### src/rtl/hazard_scheduler.sv
// hazard_scheduler: stall/flush/forwarding control for the five-stage RV32I
// pipeline. A two-state FSM sequences multi-cycle load-use bubbles, a taken
// branch in execute overrides any stall, and saturating counters record
// stall, flush and load-hazard statistics.
module hazard_scheduler #(
    parameter int LOAD_LAT = 1,
    parameter int CNT_W    = 32
) (
    input  logic             clk,
    input  logic             rst,
    input  logic [4:0]       RS1_D,
    input  logic [4:0]       RS2_D,
    input  logic [4:0]       RS1_E,
    input  logic [4:0]       RS2_E,
    input  logic [4:0]       RD_E,
    input  logic             RegWriteE,
    input  logic [1:0]       ResultSrcE,
    input  logic             PCSrcE,
    input  logic [4:0]       RD_M,
    input  logic             RegWriteM,
    input  logic [4:0]       RD_W,
    input  logic             RegWriteW,
    input  logic             cnt_clr,
    output logic             StallF,
    output logic             StallD,
    output logic             FlushD,
    output logic             flushD_load_hazard,
    output logic             flushD_branch_hazard,
    output logic [1:0]       ForwardAE,
    output logic [1:0]       ForwardBE,
    output logic [CNT_W-1:0] stall_cnt,
    output logic [CNT_W-1:0] flush_cnt,
    output logic [CNT_W-1:0] load_hz_cnt
);

    typedef enum logic [0:0] {
        ST_RUN      = 1'b0,
        ST_LD_STALL = 1'b1
    } state_t;

    // Remaining-bubble count loaded on detection; LOAD_LAT is at most 7.
    localparam logic [2:0]       REM_INIT    = 3'(LOAD_LAT - 1);
    localparam bit               MULTI_CYCLE = (LOAD_LAT > 1);
    localparam logic [CNT_W-1:0] CNT_MAX     = {CNT_W{1'b1}};
    localparam logic [CNT_W-1:0] CNT_ZERO    = {CNT_W{1'b0}};
    localparam logic [CNT_W-1:0] CNT_ONE     = CNT_W'(1);

    state_t           state_q, state_d;
    logic [2:0]       rem_q, rem_d;
    logic [CNT_W-1:0] stall_cnt_q, stall_cnt_d;
    logic [CNT_W-1:0] flush_cnt_q, flush_cnt_d;
    logic [CNT_W-1:0] load_hz_cnt_q, load_hz_cnt_d;

    logic lu_s;
    logic stall_s;
    logic branch_s;
    logic load_entry_s;

    // Saturating counter step; clear wins over increment.
    function automatic logic [CNT_W-1:0] cnt_step(input logic [CNT_W-1:0] cur,
                                                  input logic clr,
                                                  input logic inc);
        logic [CNT_W-1:0] res;
        if (clr) begin
            res = CNT_ZERO;
        end else if (inc && (cur != CNT_MAX)) begin
            res = cur + CNT_ONE;
        end else begin
            res = cur;
        end
        return res;
    endfunction

    // Bypass select for one execute operand; memory stage beats writeback, x0 never forwarded.
    function automatic logic [1:0] fwd_sel(input logic [4:0] rs,
                                           input logic [4:0] rd_m,
                                           input logic       we_m,
                                           input logic [4:0] rd_w,
                                           input logic       we_w);
        logic [1:0] sel;
        if (we_m && (rd_m != 5'd0) && (rd_m == rs)) begin
            sel = 2'b10;
        end else if (we_w && (rd_w != 5'd0) && (rd_w == rs)) begin
            sel = 2'b01;
        end else begin
            sel = 2'b00;
        end
        return sel;
    endfunction

    assign lu_s = RegWriteE && (ResultSrcE == 2'b01) && (RD_E != 5'd0) &&
                  ((RD_E == RS1_D) || (RD_E == RS2_D));

    // FSM next state and Mealy stall/flush controls; a taken branch overrides everything.
    always_comb begin
        state_d      = state_q;
        rem_d        = rem_q;
        stall_s      = 1'b0;
        branch_s     = 1'b0;
        load_entry_s = 1'b0;
        if (PCSrcE) begin
            branch_s = 1'b1;
            state_d  = ST_RUN;
            rem_d    = 3'd0;
        end else begin
            case (state_q)
                ST_RUN: begin
                    if (lu_s) begin
                        stall_s      = 1'b1;
                        load_entry_s = 1'b1;
                        rem_d        = REM_INIT;
                        state_d      = MULTI_CYCLE ? ST_LD_STALL : ST_RUN;
                    end else begin
                        state_d = ST_RUN;
                    end
                end
                ST_LD_STALL: begin
                    // The cycle that drains the count is the last stall cycle.
                    stall_s = 1'b1;
                    if (rem_q <= 3'd1) begin
                        rem_d   = 3'd0;
                        state_d = ST_RUN;
                    end else begin
                        rem_d   = rem_q - 3'd1;
                        state_d = ST_LD_STALL;
                    end
                end
                default: begin
                    state_d = ST_RUN;
                    rem_d   = 3'd0;
                end
            endcase
        end
    end

    // Counter next values from this cycle's stall/flush/detection events.
    always_comb begin
        stall_cnt_d   = cnt_step(stall_cnt_q, cnt_clr, stall_s);
        flush_cnt_d   = cnt_step(flush_cnt_q, cnt_clr, branch_s);
        load_hz_cnt_d = cnt_step(load_hz_cnt_q, cnt_clr, load_entry_s);
    end

    // FSM state and remaining-bubble register; reset aborts any stall in progress.
    always_ff @(posedge clk or negedge rst) begin
        if (!rst) begin
            state_q <= ST_RUN;
            rem_q   <= 3'd0;
        end else begin
            state_q <= state_d;
            rem_q   <= rem_d;
        end
    end

    // Statistics counter registers.
    always_ff @(posedge clk or negedge rst) begin
        if (!rst) begin
            stall_cnt_q   <= CNT_ZERO;
            flush_cnt_q   <= CNT_ZERO;
            load_hz_cnt_q <= CNT_ZERO;
        end else begin
            stall_cnt_q   <= stall_cnt_d;
            flush_cnt_q   <= flush_cnt_d;
            load_hz_cnt_q <= load_hz_cnt_d;
        end
    end

    assign StallF               = stall_s;
    assign StallD               = stall_s;
    assign flushD_load_hazard   = stall_s;
    assign FlushD               = branch_s;
    assign flushD_branch_hazard = branch_s;
    assign ForwardAE            = fwd_sel(RS1_E, RD_M, RegWriteM, RD_W, RegWriteW);
    assign ForwardBE            = fwd_sel(RS2_E, RD_M, RegWriteM, RD_W, RegWriteW);
    assign stall_cnt            = stall_cnt_q;
    assign flush_cnt            = flush_cnt_q;
    assign load_hz_cnt          = load_hz_cnt_q;

endmodule

### config.mk
export PLATFORM = sky130hd
export DESIGN_NAME = hazard_scheduler
export DESIGN_NICKNAME = d
export VERILOG_FILES = /design/src/rtl/hazard_scheduler.sv
export SDC_FILE = /design/constraint.sdc
export NUM_CORES = 1
export LEC_CHECK = 0
export CAP_MARGIN = 0
export CORE_UTILIZATION = 55
export CTS_BUF_LIST = sky130_fd_sc_hd__clkbuf_4
export CTS_CLUSTER_SIZE = 14
export DETAILED_ROUTE_END_ITERATION = 12
export HOLD_SLACK_MARGIN = 0.12
export PLACE_DENSITY = 0.88
export SETUP_SLACK_MARGIN = 0.15
export SYNTH_ARGS = -nofsm -noshare
export SYNTH_HDL_FRONTEND = slang
export SYNTH_SLANG_ARGS = --single-unit
export TNS_END_PERCENT = 1
### constraint.sdc
create_clock -name clk -period 5.95 [get_ports clk]
set_clock_uncertainty 0.15 [all_clocks]
set_input_delay 1.19 -clock clk [delete_from_list [all_inputs] [get_ports clk]]
set_output_delay 1.19 -clock clk [all_outputs]
set_load 0.02 [all_outputs]
After elaboration in Yosys (flattened, before gate mapping)
Cells that the tools add are included.
Widths: inputs -> output; s select.
{"block": "op_classes", "add_sub_neg": 4, "mul": 0, "div": 0, "n_lt_le_gt_ge": 1, "n_eq_ne": 11, "shifts": 0, "mux": 23, "bitwise": 1, "n_reduce_logical": 19}
{"cell": "$mux 32", "n": 6}
{"cell": "$add 32x1->32 const B", "n": 3}
{"cell": "$ne 32x32->1 const B", "n": 3}
{"cell": "$eq 5x5->1", "n": 6}
{"cell": "$reduce_bool 5->1", "n": 3}
{"cell": "$logic_and 1x1->1", "n": 12}
{"cell": "$mux 1", "n": 9}
{"cell": "$mux 3", "n": 3}
{"cell": "$pmux 3 s2", "n": 1}
{"cell": "$reduce_bool 2->1", "n": 3}
{"cell": "$mux 2", "n": 2}
{"cell": "$pmux 1 s2", "n": 2}
{"cell": "$le 3x1->1 const B", "n": 1}
{"cell": "$ne 3x3->1 const B", "n": 1}
{"cell": "$sub 3x1->3 const B", "n": 1}
{"cell": "$eq 2x1->1 const B", "n": 1}
{"cell": "$logic_or 1x1->1", "n": 1}
{"cell": "$not 1->1", "n": 1}
{"block": "totals", "register_bits": 100, "latch_bits": 0, "ram_bits": 0, "romBits": 0, "inputBits": 44, "output_inout_bits": 105, "word_cells": 64, "memories": 0}

Depth between registers and ports, before layout
Gate-level depths: netlist of the first run.
{"block": "logic_depth", "depth_word": 10, "depth_mapped": 10, "depth_no_buf": 7}

Worst setup path after synthesis of the first run
OpenSTA, ideal clock, no wires.
{"block": "synth_path", "path_type": "input to output", "startpoint": "in RD_M[1]", "endpoint": "out ForwardAE[0]", "arrival_ns": 2.807, "required_ns": 4.610, "setup_slack_ns": 1.803, "stages": 4, "n_path_buf": 0, "cell_sequence": "or4_1 > o21ai_0 > nor4_1 > nor4_1"}
{"block": "synth_via", "elab_chain_len": 4, "word_cells_on_any_way": 5, "cone_classes": "1 x eq/ne; 1 x mux; 3 x reduce/logical"}
{"item": "start: declaration", "line": "19", "text": "input logic [4:0] RD_M,"}
{"item": "$reduce_bool 5->1", "line": "81", "text": "if (we_m && (rd_m != 5'd0) && (rd_m == rs)) begin"}
{"item": "$logic_and 1x1->1", "line": "81"}
{"item": "$logic_and 1x1->1 *", "line": "81"}
{"item": "$mux 2 *", "line": "81"}
{"item": "end: declaration", "line": "29", "text": "output logic [1:0] ForwardAE,"}
Every way passes the cells marked *; elsewhere a longest branch is shown, timed or not.

Final worst setup path of the first run
{"block": "layout_path", "startpoint": "in RD_E[0]", "endpoint": "out flushD_load_hazard"}
{"block": "layout_via", "elab_chain_len": 6, "word_cells_on_any_way": 9, "cone_classes": "2 x eq/ne; 3 x mux; 4 x reduce/logical"}
{"item": "start: declaration", "line": "15", "text": "input logic [4:0] RD_E,"}
{"item": "$eq 5x5->1 or $reduce_bool 5->1 (tied branches)", "line": "92, 91"}
{"item": "$logic_or 1x1->1 or $logic_and 1x1->1 (tied branches)", "line": "92, 91"}
{"item": "$logic_and 1x1->1 *", "line": "91", "text": "assign lu_s = RegWriteE && (ResultSrcE == 2'b01) && (RD_E != 5'd0) &&"}
{"item": "$mux 1 *", "line": "108", "text": "if (lu_s) begin"}
{"item": "$pmux 1 s2 *", "line": "106", "text": "case (state_q)"}
{"item": "$mux 1 *", "line": "101", "text": "if (PCSrcE) begin"}
{"item": "end: declaration", "line": "27", "text": "output logic flushD_load_hazard,"}
Marked as above.

==> run summary, run 1 <==
For the setup slack on the worst flop-to-flop path, the log shows 2.76 ns. The sequential fraction of design power was 57.2%; the y dimension of the die was 105 um. Net switching is 24.7% of the power.

The post-route netlist has 5.52% of its cells at a drive strength greater than 1. For this run, the top clock speed supported by timing is 199 MHz. The initial detailed-routing violation count came out at 281.

The instance area after placement came out at 7360 um2. The area of all placed cells without fillers is 7520 um2, and the worst slack at placement is 0.982 ns. The detail route stage leaves a number of antenna-violating nets equal to 0. The via count of the first global-routing pass is 5220, and the quantity of I/O buffers inserted on ports is 148. Global routing consumed, over all layers together, 27.6% of the routing resources. Level count of the clock H-tree: 3. In this design, the stage delay of the slowest critical-path cell is 0.67 ns. The library cell used most frequently in the layout, excluding fill and tap cells, is sky130_fd_sc_hd__clkdlybuf4s50_1. Using the TritonRoute via totals, the vias-per-cell ratio works out to 6.07. The floorplan step defined a die boundary enclosing 11100 um2. After clock tree synthesis, the clock-pin slew on the worst setup and hold paths is 0.14 ns. Detailed placement ended at an HPWL of 10.9 mm.

The type of the most critical hold path was flop to flop. The tools report the maximum resistive drop on vdd as 0.104 mV. Leaving out fill and tap cells, the most frequent cells in the layout are sky130_fd_sc_hd__clkdlybuf4s50_1 (146), sky130_fd_sc_hd__dfrtp_1 (100), sky130_fd_sc_hd__nor2_1 (58), sky130_fd_sc_hd__a21oi_1 (52), sky130_fd_sc_hd__nand3_1 (48). Setup violations remaining at the end of the flow were counted as 0.

The post-synthesis instance area is 5880 um2, and the mean cell area of the mapped netlist is 9.02 um2. Buffers added to address setup during post-CTS repair amount to 0. The worst hold path begins at rem_q[2]$_DFFE_PN0P_. For the initial cell density of the core, the log shows 57.0%. The overall via count from detail_route is 5563, and the register area share after synthesis is 42.6%. The synthesized design contains 0 enable-type register cells. The post-cts gate resize count is 0, and the share of async-settable or async-resettable flops after synthesis is 100%. The routed design has 15.1 mm of wire. The largest driver fanout on the critical path was 10. The final hold violation count came out at 0. Setup repair after global routing left no endpoint under its margin. The worst setup path is of the input port to output port kind. Among the stages of the critical path, the cell type that occurs most often is sky130_fd_sc_hd__clkdlybuf4s50_1. The worst hold path terminates at rem_q[2]$_DFFE_PN0P_. The kind of start point of the critical path is an input port. At the end of routability-driven placement, the weighted congestion stood at 0.831.

In the final layout, flip-flops and latches occupy 2500 um2. The residual overflow from global routing came out at 0. For this run, the number of Yosys warnings is 0. The tools report the number of hold-repair buffers added at the cts stage as 0. Synthesis produced a netlist with a net count of 700. After layout, the worst path uses 84.4% of the clock period. The relative slew slack is 40.7%, and the cell count of the worst reg-to-reg path is 6. The clock reaches the later pin of the worst-skew pair after 0.45 ns. In this run the horizontal extent of the chip is 105 um. Summing all multi-input logic gate instances after layout gives 3150 um2. The first detailed-routing pass took 5 iterations. The area of the core region came out at 10300 um2. Counting every sink on the clock net gives 100. Largest delay contributor family on the critical path: buffers and inverters. In this run, the clock network consumes 33.8% of the power. The floorplan has 37 rows.

The run gives 24.8 mm as the wire length of the first global-routing pass. The worst register-to-register path ends at load_hz_cnt[8]$_DFFE_PN0P_. Power density over the cells: 159 nW/um2.

Hold timing on the final database bottoms out at a slack of 0.349 ns. Cell depth of the worst min-delay path: 1. The final period demand of the worst path is 5.02 ns. The remaining design rule violation count is 0.

Traced cell by cell, the critical path runs through clkdlybuf4s50_1 > xnor2_1 > nand3_1 > o22ai_1 > a21oi_1 > nor2_1 > clkdlybuf4s50_1. The number of max-slew violations in the final report was 0. The critical path contains buffers and inverters numbering 2 combined.

The total of max-cap violations was 0. For this design the static power due to leakage is 2.81 nW. Post-synthesis register bit count: 100. The worst setup path is captured at an output port. The analysis attributes to net switching a power of 0.295 mW. For the portion of total power attributed to combinational logic, the log shows 9.0%. After routing, the total negative slack on setup checks comes to 0 ns.

Counting buffers and inverters, the worst setup path is 7 cells deep. For this run, the leading register cell type out of synthesis is sky130_fd_sc_hd__dfrtp_1. Compared with the post-synthesis result, the final layout area differs by 27.9%. The buffer depth of the longest clock path was 2. STA puts the critical path data required time at 4.61 ns.

At the pin with the least slew margin, the transition time is 0.889 ns. At the end of the flow the core is filled with cells to 72.8%. The run gives 824 as the final layout net count.

Clock tree synthesis inserted a total of 9 buffers. The number of standard cells after synthesis is 652, and the per-cell routed wire length is 16.5 um. The startpoint of the most critical register-to-register path is load_hz_cnt[0]$_DFFE_PN0P_. The logs give 770 for the count of filler cells inserted in the layout and 149 for the top-level I/O count. The run gives 0.927 ns as the worst setup slack after layout. The run finished with clean final reports. The internal power of the cells totals 0.899 mW.

Yosys mapped the design onto 48 distinct sky130hd cell types. TritonCTS built the clock tree. The tools report the worst endpoint data arrival time as 3.68 ns. The slowest stage of the critical path is the sky130_fd_sc_hd__clkdlybuf4s50_1 cell. The initial antenna violation count is 1, and the pin count of the biggest net entering global routing is 60. Cell at the root of the clock tree: sky130_fd_sc_hd__clkbuf_4.
[state kept, by name, summed over array words and instances, names as in the netlist]
| signal | cells |
|---|---|
| rem_q | 3 |
| state_q | 1 |
| stall_cnt | 32 |
| flush_cnt | 32 |
| load_hz_cnt | 32 |
[cell usage after synthesis (4+ instances only)]
cell | number | share of area [%]
sky130_fd_sc_hd__dfrtp_1 | 100 | 43
sky130_fd_sc_hd__nor2_1 | 58 | 3.7
sky130_fd_sc_hd__a21oi_1 | 52 | 4.4
sky130_fd_sc_hd__nand3_1 | 48 | 4.1
sky130_fd_sc_hd__nand2_1 | 35 | 2.2
sky130_fd_sc_hd__xor2_1 | 33 | 4.9
sky130_fd_sc_hd__o21ai_0 | 31 | 2.6
sky130_fd_sc_hd__or4_1 | 28 | 3.6
sky130_fd_sc_hd__or3_1 | 26 | 2.8
sky130_fd_sc_hd__xnor2_1 | 26 | 3.9
sky130_fd_sc_hd__clkbuf_1 | 23 | 1.5
sky130_fd_sc_hd__o31ai_1 | 23 | 2.9
sky130_fd_sc_hd__nand4_1 | 21 | 2.2
sky130_fd_sc_hd__mux2_2 | 15 | 2.9
sky130_fd_sc_hd__nor2b_1 | 15 | 1.6
sky130_fd_sc_hd__inv_1 | 14 | 0.89
sky130_fd_sc_hd__and3_1 | 13 | 1.4
sky130_fd_sc_hd__nor4_1 | 11 | 1.2
sky130_fd_sc_hd__and2_1 | 10 | 1.1
sky130_fd_sc_hd__and4_1 | 10 | 1.5
sky130_fd_sc_hd__nor3_1 | 8 | 0.68
sky130_fd_sc_hd__buf_4 | 7 | 0.89
sky130_fd_sc_hd__buf_2 | 5 | 0.43
sky130_fd_sc_hd__ha_1 | 4 | 0.85
[area by class of cell]
cell class                      instances  area share, %
Antenna cell                            1         0.0333
Clock buffer                            9          0.899
Clock inverter                          5           1.13
Inverter                               14          0.699
Multi-Input combinational cell        501           41.9
Sequential cell                       100           33.3
Tap cell                              136           2.26
Timing Repair Buffer                  150           19.8
[layer usage]
| layer | global-route usage [%] | vias up | share of wire, % |
|---|---|---|---|
| li1 | - | 2622 | - |
| met1 | 35.7 | 2730 | 42 |
| met2 | 46.3 | 187 | 50 |
| met3 | 5.13 | 24 | 5.3 |
| met4 | 9.56 | 0 | 2.1 |
| met5 | 0 | - | 0 |
[worst register-to-register path: stages (launching register included)]
cell and delay [ns]:
sky130_fd_sc_hd__dfrtp_1 0.46, sky130_fd_sc_hd__ha_1 0.25, sky130_fd_sc_hd__nand3_1 0.12, sky130_fd_sc_hd__or2_2 0.30
sky130_fd_sc_hd__nand4b_1 0.77, sky130_fd_sc_hd__nor3b_1 0.66, sky130_fd_sc_hd__mux2_2 0.40
[power by group through the flow]
stage / clock, mW / combinational [mW] / sequential [mW]
3_5_place_dp: 0 / 0.108 / 0.696
2_1_floorplan: 0 / 0.0432 / 0.697
3_3_place_gp: 0 / 0.104 / 0.696
4_1_cts: 0.406 / 0.108 / 0.683
6_report: 0.403 / 0.107 / 0.683
5_1_grt: 0.433 / 0.117 / 0.684
[through the flow]
step / instances / power [mW]
finish: 916 / 1.19
global placement: 901 / 0.799
global route: 916 / 1.23
floorplan: 652 / 0.741
detailed placement: 901 / 0.803
CTS: 915 / 1.20
[cell families after synthesis]
| group | after synthesis | synth area share, % |
|---|---|---|
| mux | 18 | 3.38 |
| xor+xnor | 59 | 8.79 |
| compound gates | 119 | 11.8 |
| simple gates | 301 | 28.7 |
| buf+inv | 51 | 3.94 |
| fa+ha+maj | 4 | 0.851 |
| flops | 100 | 42.6 |
[worst max-delay path by stage]
| stage | startpoint | endpoint |
|---|---|---|
| 3_3_place_gp | RD_E[0] | StallD |
| 2_1_floorplan | RD_M[1] | ForwardAE[0] |
| 5_1_grt | RD_E[1] | flushD_load_hazard |
| 4_1_cts | RD_E[0] | flushD_load_hazard |
| 3_5_place_dp | RD_E[0] | flushD_load_hazard |
| 6_report | RD_E[0] | flushD_load_hazard |
(Power assumes the default switching activity.)
==> run 2, diff against run 1 <==
--- a/config.mk
+++ b/config.mk
@@ -6,12 +6,12 @@
 export NUM_CORES = 1
 export LEC_CHECK = 0
 export CAP_MARGIN = 0
-export CORE_UTILIZATION = 55
+export CORE_UTILIZATION = 51
 export CTS_BUF_LIST = sky130_fd_sc_hd__clkbuf_4
 export CTS_CLUSTER_SIZE = 14
 export DETAILED_ROUTE_END_ITERATION = 12
 export HOLD_SLACK_MARGIN = 0.12
-export PLACE_DENSITY = 0.88
+export PLACE_DENSITY = 0.83
 export SETUP_SLACK_MARGIN = 0.15
 export SYNTH_ARGS = -nofsm -noshare
 export SYNTH_HDL_FRONTEND = slang
==> constraint.sdc (replaced) <==
create_clock -name clk -period 4.9 [get_ports clk]
set_clock_uncertainty 0.15 [all_clocks]
set_input_delay 0.98 -clock clk [delete_from_list [all_inputs] [get_ports clk]]
set_output_delay 0.98 -clock clk [all_outputs]
set_load 0.02 [all_outputs]
==> run 2 against run 1 <==
Effect of this change: combinational power is 21% higher; flip-flop and latch count stayed put; critical endpoint is now ForwardAE[0]; count of clock-buffer cells in the layout stayed put; final cell count is 0.87% higher; largest cell class unchanged; largest power group unchanged; critical path depth is 1 lower; non-clock buffer count is 3 higher; total power is 19% higher; hold slack worse by 0.0062 ns; critical path type unchanged; via count is 1.0% lower; register-to-register slack worse by 0.81 ns; clock power is 16% higher; cell area is 0.30% higher.
==> run summary, run 2 (synthesis gave the netlist of run 1 again) <==
The run gives 2.82 nW (was 2.81 nW) as the leakage power summed over all cells. The buffer depth of the longest clock path is 2 (unchanged), and the post-detailed-route count of antenna-violating nets is 0 (unchanged). The slowest stage cell on the critical path was sky130_fd_sc_hd__clkdlybuf4s50_1 (unchanged).

The relative slew slack is 24.7% (was 40.7%). The via count of the first global-routing pass came out at 5077 (was 5220). The run gives 905 (was 770) as the count of filler cells inserted in the layout. Critical-path cell list: clkdlybuf4s50_1 > or4_1 > o21ai_0 > nor4_1 > nor4_1 > clkdlybuf4s50_1 (was clkdlybuf4s50_1 > xnor2_1 > nand3_1 > o22ai_1 > a21oi_1 > nor2_1 > clkdlybuf4s50_1).

The cell total after placement came out at 908 (was 901). For the overall via count from detail_route, the log shows 5507 (was 5563). The type of the most critical hold path was flop to flop (unchanged).

The initial detailed-routing violation count is 421 (was 281), and the power density over the cells is 189 nW/um2 (was 159 nW/um2). The delay contributed by the slowest stage of the critical path works out to 0.67 ns (about the same). The run gives 0.164 mV (was 0.104 mV) as the maximum resistive drop on vdd. The pin slew with the least headroom to its limit works out to 1.13 ns (was 0.889 ns). The largest delay contributor family on the critical path was buffers and inverters (unchanged). Most used cells in the layout excluding fill and tap cells: sky130_fd_sc_hd__clkdlybuf4s50_1 (146), sky130_fd_sc_hd__dfrtp_1 (100), sky130_fd_sc_hd__nor2_1 (58), sky130_fd_sc_hd__a21oi_1 (52), sky130_fd_sc_hd__nand3_1 (48) (unchanged).

The initial cell density of the core came out at 53.3% (was 57.0%). Total area of sequential cells: 2500 um2 (unchanged). The per-cell routed wire length came out at 16.4 um (was 16.5 um). The run gives 1.09 mW (was 0.899 mW) as the internal portion of total power. The combined buffer and inverter count along the critical path came out at 2 (unchanged).

Dividing the final minimum period by the clock period gives 91.6%. The logs give 0 (unchanged) for the number of max-slew violations in the final report and 0 (unchanged) for the number of hold-repair buffers added at the cts stage. The tools report the routed wire length as 15.2 mm (was 15.1 mm). The post-DP HPWL is 10.9 mm (about the same).

Nature of the critical path endpoint: an output port (unchanged). Required time at the endpoint of the critical path: 3.77 ns (was 4.61 ns). The fraction of final layout cells with drive strength greater than 1 was 5.75% (was 5.52%).

For the worst endpoint data arrival time, the log shows 3.36 ns (was 3.68 ns). The most common cell after layout, fill and taps aside was sky130_fd_sc_hd__clkdlybuf4s50_1 (unchanged). The area used by multi-input combinational logic is 3150 um2 (unchanged). For the sequential fraction of design power, the log shows 58.2% (was 57.2%). The post-cts gate resize count is 0 (unchanged), and the area of the core region is 11000 um2 (was 10300 um2). The clock input transition at the sequential cells of the worst setup and hold paths works out to 0.15 ns (was 0.14 ns). The count of endpoints failing setup in the final report came out at 0 (unchanged). Wire length of the first global-routing pass: 24.7 mm (was 24.8 mm). The total CTS buffers was 9 (unchanged). The global-route total usage across every layer came out at 26.2% (was 27.6%). The run gives 1 (unchanged) as the initial antenna violation count. The final layout net count is 827 (was 824), and the share of total power in the clock network is 32.7% (was 33.8%). The flow ran to the end, and the final reports show no timing, DRC or antenna violations. The type of the setup path with the least slack was input port to output port (unchanged).

The residual overflow from global routing came out at 0 (unchanged). The total of max-cap violations was 0 (unchanged). Number of sinks on the clock net: 100 (unchanged).

The tools report the cell at the root of the clock tree as sky130_fd_sc_hd__clkbuf_4 (unchanged). The last weighted congestion value of the routability-driven placer was 0.841 (was 0.831). TritonCTS built the clock tree. The die outline area came out at 12000 um2 (was 11100 um2). The number of detailed-route iterations in the first pass is 5 (unchanged).

The aggregate negative setup slack is 0 ns (unchanged). The tools report the top-level I/O count as 149 (unchanged). The detail-routed via count per cell works out to 5.96 (was 6.07).

The quantity of I/O buffers inserted on ports came out at 148 (unchanged). The worst path in the final design needs a cycle of 4.49 ns, including I/O delays and setup. Derived from the worst setup path, the maximum achievable clock frequency is 223 MHz. Setup repair after global routing left no endpoint under its margin. For the final hold violation count, the log shows 0 (unchanged). The signed area change from the synthesized netlist to the final layout works out to 28.2% (was 27.9%).

The overall power after layout was 1.43 mW (was 1.19 mW). The largest driver fanout on the critical path was 3 (was 10). The tools report the kind of start point of the critical path as an input port (unchanged). The run gives 924 (was 916) as the final instance count without filler cells.

The pin count of the biggest net entering global routing was 112 (was 60). The insertion delay to the later sink of the worst-skew pair is 0.45 ns (about the same). The die outline width was 109 um (was 105 um). The floorplan row count was 38 (was 37); the hold slack was 0.343 ns (was 0.349 ns). For the portion of total power attributed to combinational logic, the log shows 9.1% (was 9.0%).

The y dimension of the die is 109 um (was 105 um). The remaining design rule violation count came out at 0 (unchanged). The number of setup buffers added after CTS is 0 (unchanged), and the level count of the clock H-tree is 3 (unchanged). The switching power summed over all nets came out at 0.340 mW (was 0.295 mW).

The switching share of total power was 23.9% (was 24.7%).
## run 2: changes by cell type in the layout (fill, tap and decap cells not counted)
cell	delta
sky130_fd_sc_hd__inv_6	-2
sky130_fd_sc_hd__buf_4	+3
sky130_fd_sc_hd__clkinv_1	+2
sky130_fd_sc_hd__clkinv_2	+1
## run 2: worst reg2reg max path: cells and delay by family (launching register included)
kind,cells,cell delay [ns]
multiplexers,1,0.31
adder cells (fa/ha/maj),1,0.25
AND/OR/NAND/NOR,4,1.68
flip-flops,1,0.45
## run 2: through the flow
stage               util, %  setup slack [ns]  area (um2)
floorplan                 -              1.17        5880
global placement       67.0             0.589        7390
detailed placement     67.0             0.407        7390
CTS                    68.3             0.422        7540
global route           68.4             0.288        7540
finish                 68.4             0.412        7540
## run 2: area by class of cell
type / instances / share of cell area [%]
Multi-Input combinational cell: 501 / 41.7
Sequential cell: 100 / 33.2
Timing Repair Buffer: 153 / 20.1
Tap cell: 140 / 2.32
Clock inverter: 6 / 1.06
Clock buffer: 9 / 0.896
Inverter: 14 / 0.697
Antenna cell: 1 / 0.0332
## run 2: worst paths after layout
path                            slack (ns)  depth (start not counted)                    endpoint                        from
worst max-delay path                  0.41                          6                ForwardAE[0]                     RD_M[2]
worst min-delay path                  0.34                          1        rem_q[2]$_DFFE_PN0P_        rem_q[2]$_DFFE_PN0P_
worst max register to register        1.95                          6  load_hz_cnt[2]$_DFFE_PN0P_  load_hz_cnt[0]$_DFFE_PN0P_
min in group asynchronous             0.44                          1    stall_cnt[2]$_DFFE_PN0P_                         rst
worst min register to register        0.34                          1        rem_q[2]$_DFFE_PN0P_        rem_q[2]$_DFFE_PN0P_
max in group asynchronous             3.15                          2   flush_cnt[26]$_DFFE_PN0P_                         rst
## run 2: power by group through the flow
stage                     Combinational, mW  Clock, mW  Sequential, mW
after floorplan                      0.0525          0           0.847
after global placement                0.127          0           0.845
after detailed placement              0.131          0           0.845
after CTS                             0.132      0.484           0.830
after global routing                  0.143      0.515           0.830
final                                 0.130      0.467           0.830
## run 2: per-layer routing
| metal | global-route usage [%] | share of wire, % |
|---|---|---|
| met1 | 34.0 | 42 |
| met2 | 44.2 | 51 |
| met3 | 5.81 | 5.4 |
| met4 | 7.43 | 1.4 |
| met5 | 0 | 0 |
==> run 3, diff against run 2 <==
--- a/config.mk
+++ b/config.mk
@@ -6,6 +6,7 @@
 export NUM_CORES = 1
 export LEC_CHECK = 0
 export CAP_MARGIN = 0
+export CORE_MARGIN = 4
 export CORE_UTILIZATION = 51
 export CTS_BUF_LIST = sky130_fd_sc_hd__clkbuf_4
 export CTS_CLUSTER_SIZE = 14
==> run 3 against run 2 <==
Effect of this change: register-to-register slack improved by 0.04 ns; cell area increased by 0.18%; total power increased by 1.3%; maximum frequency increased by 0.42%; highest routed layer unchanged; setup slack improved by 0.019 ns; count of clock-buffer cells in the layout increased by 1; clock power increased by 4%; flip-flop and latch count unchanged; hold slack improved by 0.0015 ns.
==> run summary, run 3 (synthesis gave the netlist of run 1 again) <==
The run finished with clean final reports. The post-route clock period utilization works out to 91.2% (was 91.6%). The critical register-to-register path endpoint is load_hz_cnt[2]$_DFFE_PN0P_ (unchanged). The post-detailed-route count of antenna-violating nets was 0 (unchanged).

The global-route total usage across every layer was 22.9% (was 26.2%); the via count of the first global-routing pass was 5291 (was 5077). The wire length of the first global-routing pass is 24.9 mm (was 24.7 mm), and the initial antenna violation count is 1 (unchanged). The run gives 75 (was 112) as the pin count of the biggest net entering global routing. The number of setup buffers added after CTS was 0 (unchanged). The cell depth of the worst min-delay path is 1 (unchanged), and the residual overflow from global routing is 0 (unchanged). The insertion delay to the later sink of the worst-skew pair is 0.46 ns (was 0.45 ns). The tools report the remaining design rule violation count as 0 (unchanged). For the worst endpoint data arrival time, the log shows 3.34 ns (was 3.36 ns). The tools report the kind of start point of the critical path as an input port (unchanged). The buffer depth of the longest clock path was 2 (unchanged). The run gives 828 (was 827) as the final layout net count. The startpoint of the most critical register-to-register path is load_hz_cnt[0]$_DFFE_PN0P_ (unchanged). The y dimension of the die works out to 115 um (was 109 um). Most used cells in the layout excluding fill and tap cells: sky130_fd_sc_hd__clkdlybuf4s50_1 (146), sky130_fd_sc_hd__dfrtp_1 (100), sky130_fd_sc_hd__nor2_1 (58), sky130_fd_sc_hd__a21oi_1 (52), sky130_fd_sc_hd__nand3_1 (48) (unchanged).

The tools report the initial detailed-routing violation count as 553 (was 421). Quantity of I/O buffers inserted on ports: 148 (unchanged). The final hold violation count is 0 (unchanged). The last weighted congestion value of the routability-driven placer is 0.887 (was 0.841). The required time at the endpoint of the critical path came out at 3.77 ns (about the same). The tools report the count of endpoints failing setup in the final report as 0 (unchanged). The cell at the root of the clock tree is sky130_fd_sc_hd__clkbuf_4 (unchanged). The number of max-slew violations in the final report is 0 (unchanged), and the post-DP HPWL is 11.2 mm (was 10.9 mm). The tools report the leakage power summed over all cells as 2.83 nW (was 2.82 nW). The run gives 9 (unchanged) as the total CTS buffers. The per-cell routed wire length was 16.5 um (was 16.4 um); the die outline width was 115 um (was 109 um). The top-level I/O count came out at 149 (unchanged). Setup repair after global routing left no endpoint under its margin.

The fraction of final layout cells with drive strength greater than 1 was 6.11% (was 5.75%); the pin slew with the least headroom to its limit was 0.955 ns (was 1.13 ns). The total of max-cap violations was 0 (unchanged). The type of the setup path with the least slack was input port to output port (unchanged). The aggregate negative setup slack was 0 ns (unchanged). The signed area change from the synthesized netlist to the final layout is 28.5% (was 28.2%). The worst hold endpoint is rem_q[2]$_DFFE_PN0P_ (unchanged).

For the number of sinks on the clock net, the log shows 100 (unchanged). TritonCTS built the clock tree. The most common cell after layout, fill and taps aside was sky130_fd_sc_hd__clkdlybuf4s50_1 (unchanged). The final period demand of the worst path came out at 4.47 ns (was 4.49 ns). The overall power after layout was 1.45 mW (was 1.43 mW).

The cell count of the worst reg-to-reg path came out at 6 (unchanged). The power density over the cells works out to 191 nW/um2 (was 189 nW/um2). The number of detailed-route iterations in the first pass came out at 5 (unchanged). The clock input transition at the sequential cells of the worst setup and hold paths came out at 0.15 ns (about the same).

The nature of the critical path endpoint is an output port (unchanged). The routed wire length came out at 15.3 mm (was 15.2 mm). The number of hold-repair buffers added at the cts stage was 0 (unchanged); the largest driver fanout on the critical path was 3 (unchanged). The detail-routed via count per cell is 5.91 (was 5.96), and the overall via count from detail_route is 5473 (was 5507).

The initial cell density of the core was 53.1% (was 53.3%); the maximum resistive drop on vdd was 0.143 mV (was 0.164 mV). The run gives 224 MHz (was 223 MHz) as the fmax. Relative slew slack: 36.3% (was 24.7%).

Type of the most critical hold path: flop to flop (unchanged). Area of the core region: 11100 um2 (was 11000 um2). Beginning of the worst hold path: rem_q[2]$_DFFE_PN0P_ (unchanged). The post-cts gate resize count was 0 (unchanged); the die outline area was 13300 um2 (was 12000 um2). The floorplan row count was 38 (unchanged). For the setup slack on the worst flop-to-flop path, the log shows 1.99 ns (was 1.95 ns). The level count of the clock H-tree was 3 (unchanged).
run 3: per-layer routing:
| layer | part of all wire, % | track usage [%] | routed length [um] |
|---|---|---|---|
| met5 | 0 | 0 | 0 |
| met4 | 2.8 | 11.0 | 427 |
| met3 | 5.7 | 4.32 | 874 |
| met2 | 49 | 36.5 | 7430 |
| met1 | 43 | 30.1 | 6560 |
run 3: worst max-delay path: stages:
cell and delay (ns):
sky130_fd_sc_hd__clkdlybuf4s50_1 0.47, sky130_fd_sc_hd__or4_1 0.55, sky130_fd_sc_hd__o21ai_0 0.23, sky130_fd_sc_hd__nor4_1 0.12, sky130_fd_sc_hd__nor4_1 0.32, sky130_fd_sc_hd__clkdlybuf4s50_1 0.67
run 3: how the worst max path moves through the flow:
| stage | cells after the start | start | slack (ns) | end |
|---|---|---|---|---|
| 5_1_grt | 6 | RD_M[1] | 0.32 | ForwardBE[0] |
| 6_report | 6 | RD_M[1] | 0.43 | ForwardAE[0] |
| 4_1_cts | 6 | RD_M[1] | 0.45 | ForwardBE[0] |
| 3_3_place_gp | 7 | RD_E[4] | 0.58 | StallF |
| 2_1_floorplan | 4 | RD_M[1] | 1.17 | ForwardAE[0] |
| 3_5_place_dp | 6 | RD_M[1] | 0.46 | ForwardAE[0] |
run 3: cell type report:
cell class	count	area (um2)
diodes	1	2.50
clock buffers	10	75.1
clock inverters	6	78.8
fillers	879	3520
inverters	14	52.6
multi-input cells	501	3150
flip-flops and latches	100	2500
well taps	140	175
repair buffers	154	1520
run 3: where the power goes:
part | internal [mW] | switching (mW)
logic | 0.0588 | 0.0716
clock network | 0.209 | 0.277
registers | 0.827 | 0.00216
run 3: metrics by stage:
step	hold slack (ns)	util (%)	setup slack [ns]	cells	area, um2
finish	0.344	68.2	0.431	926	7550
global route	0.363	68.2	0.320	926	7550
CTS	0.347	68.2	0.453	925	7550
detailed placement	0.328	66.8	0.458	909	7400
global placement	0.310	66.8	0.583	909	7400
floorplan	0.301	-	1.17	652	5880
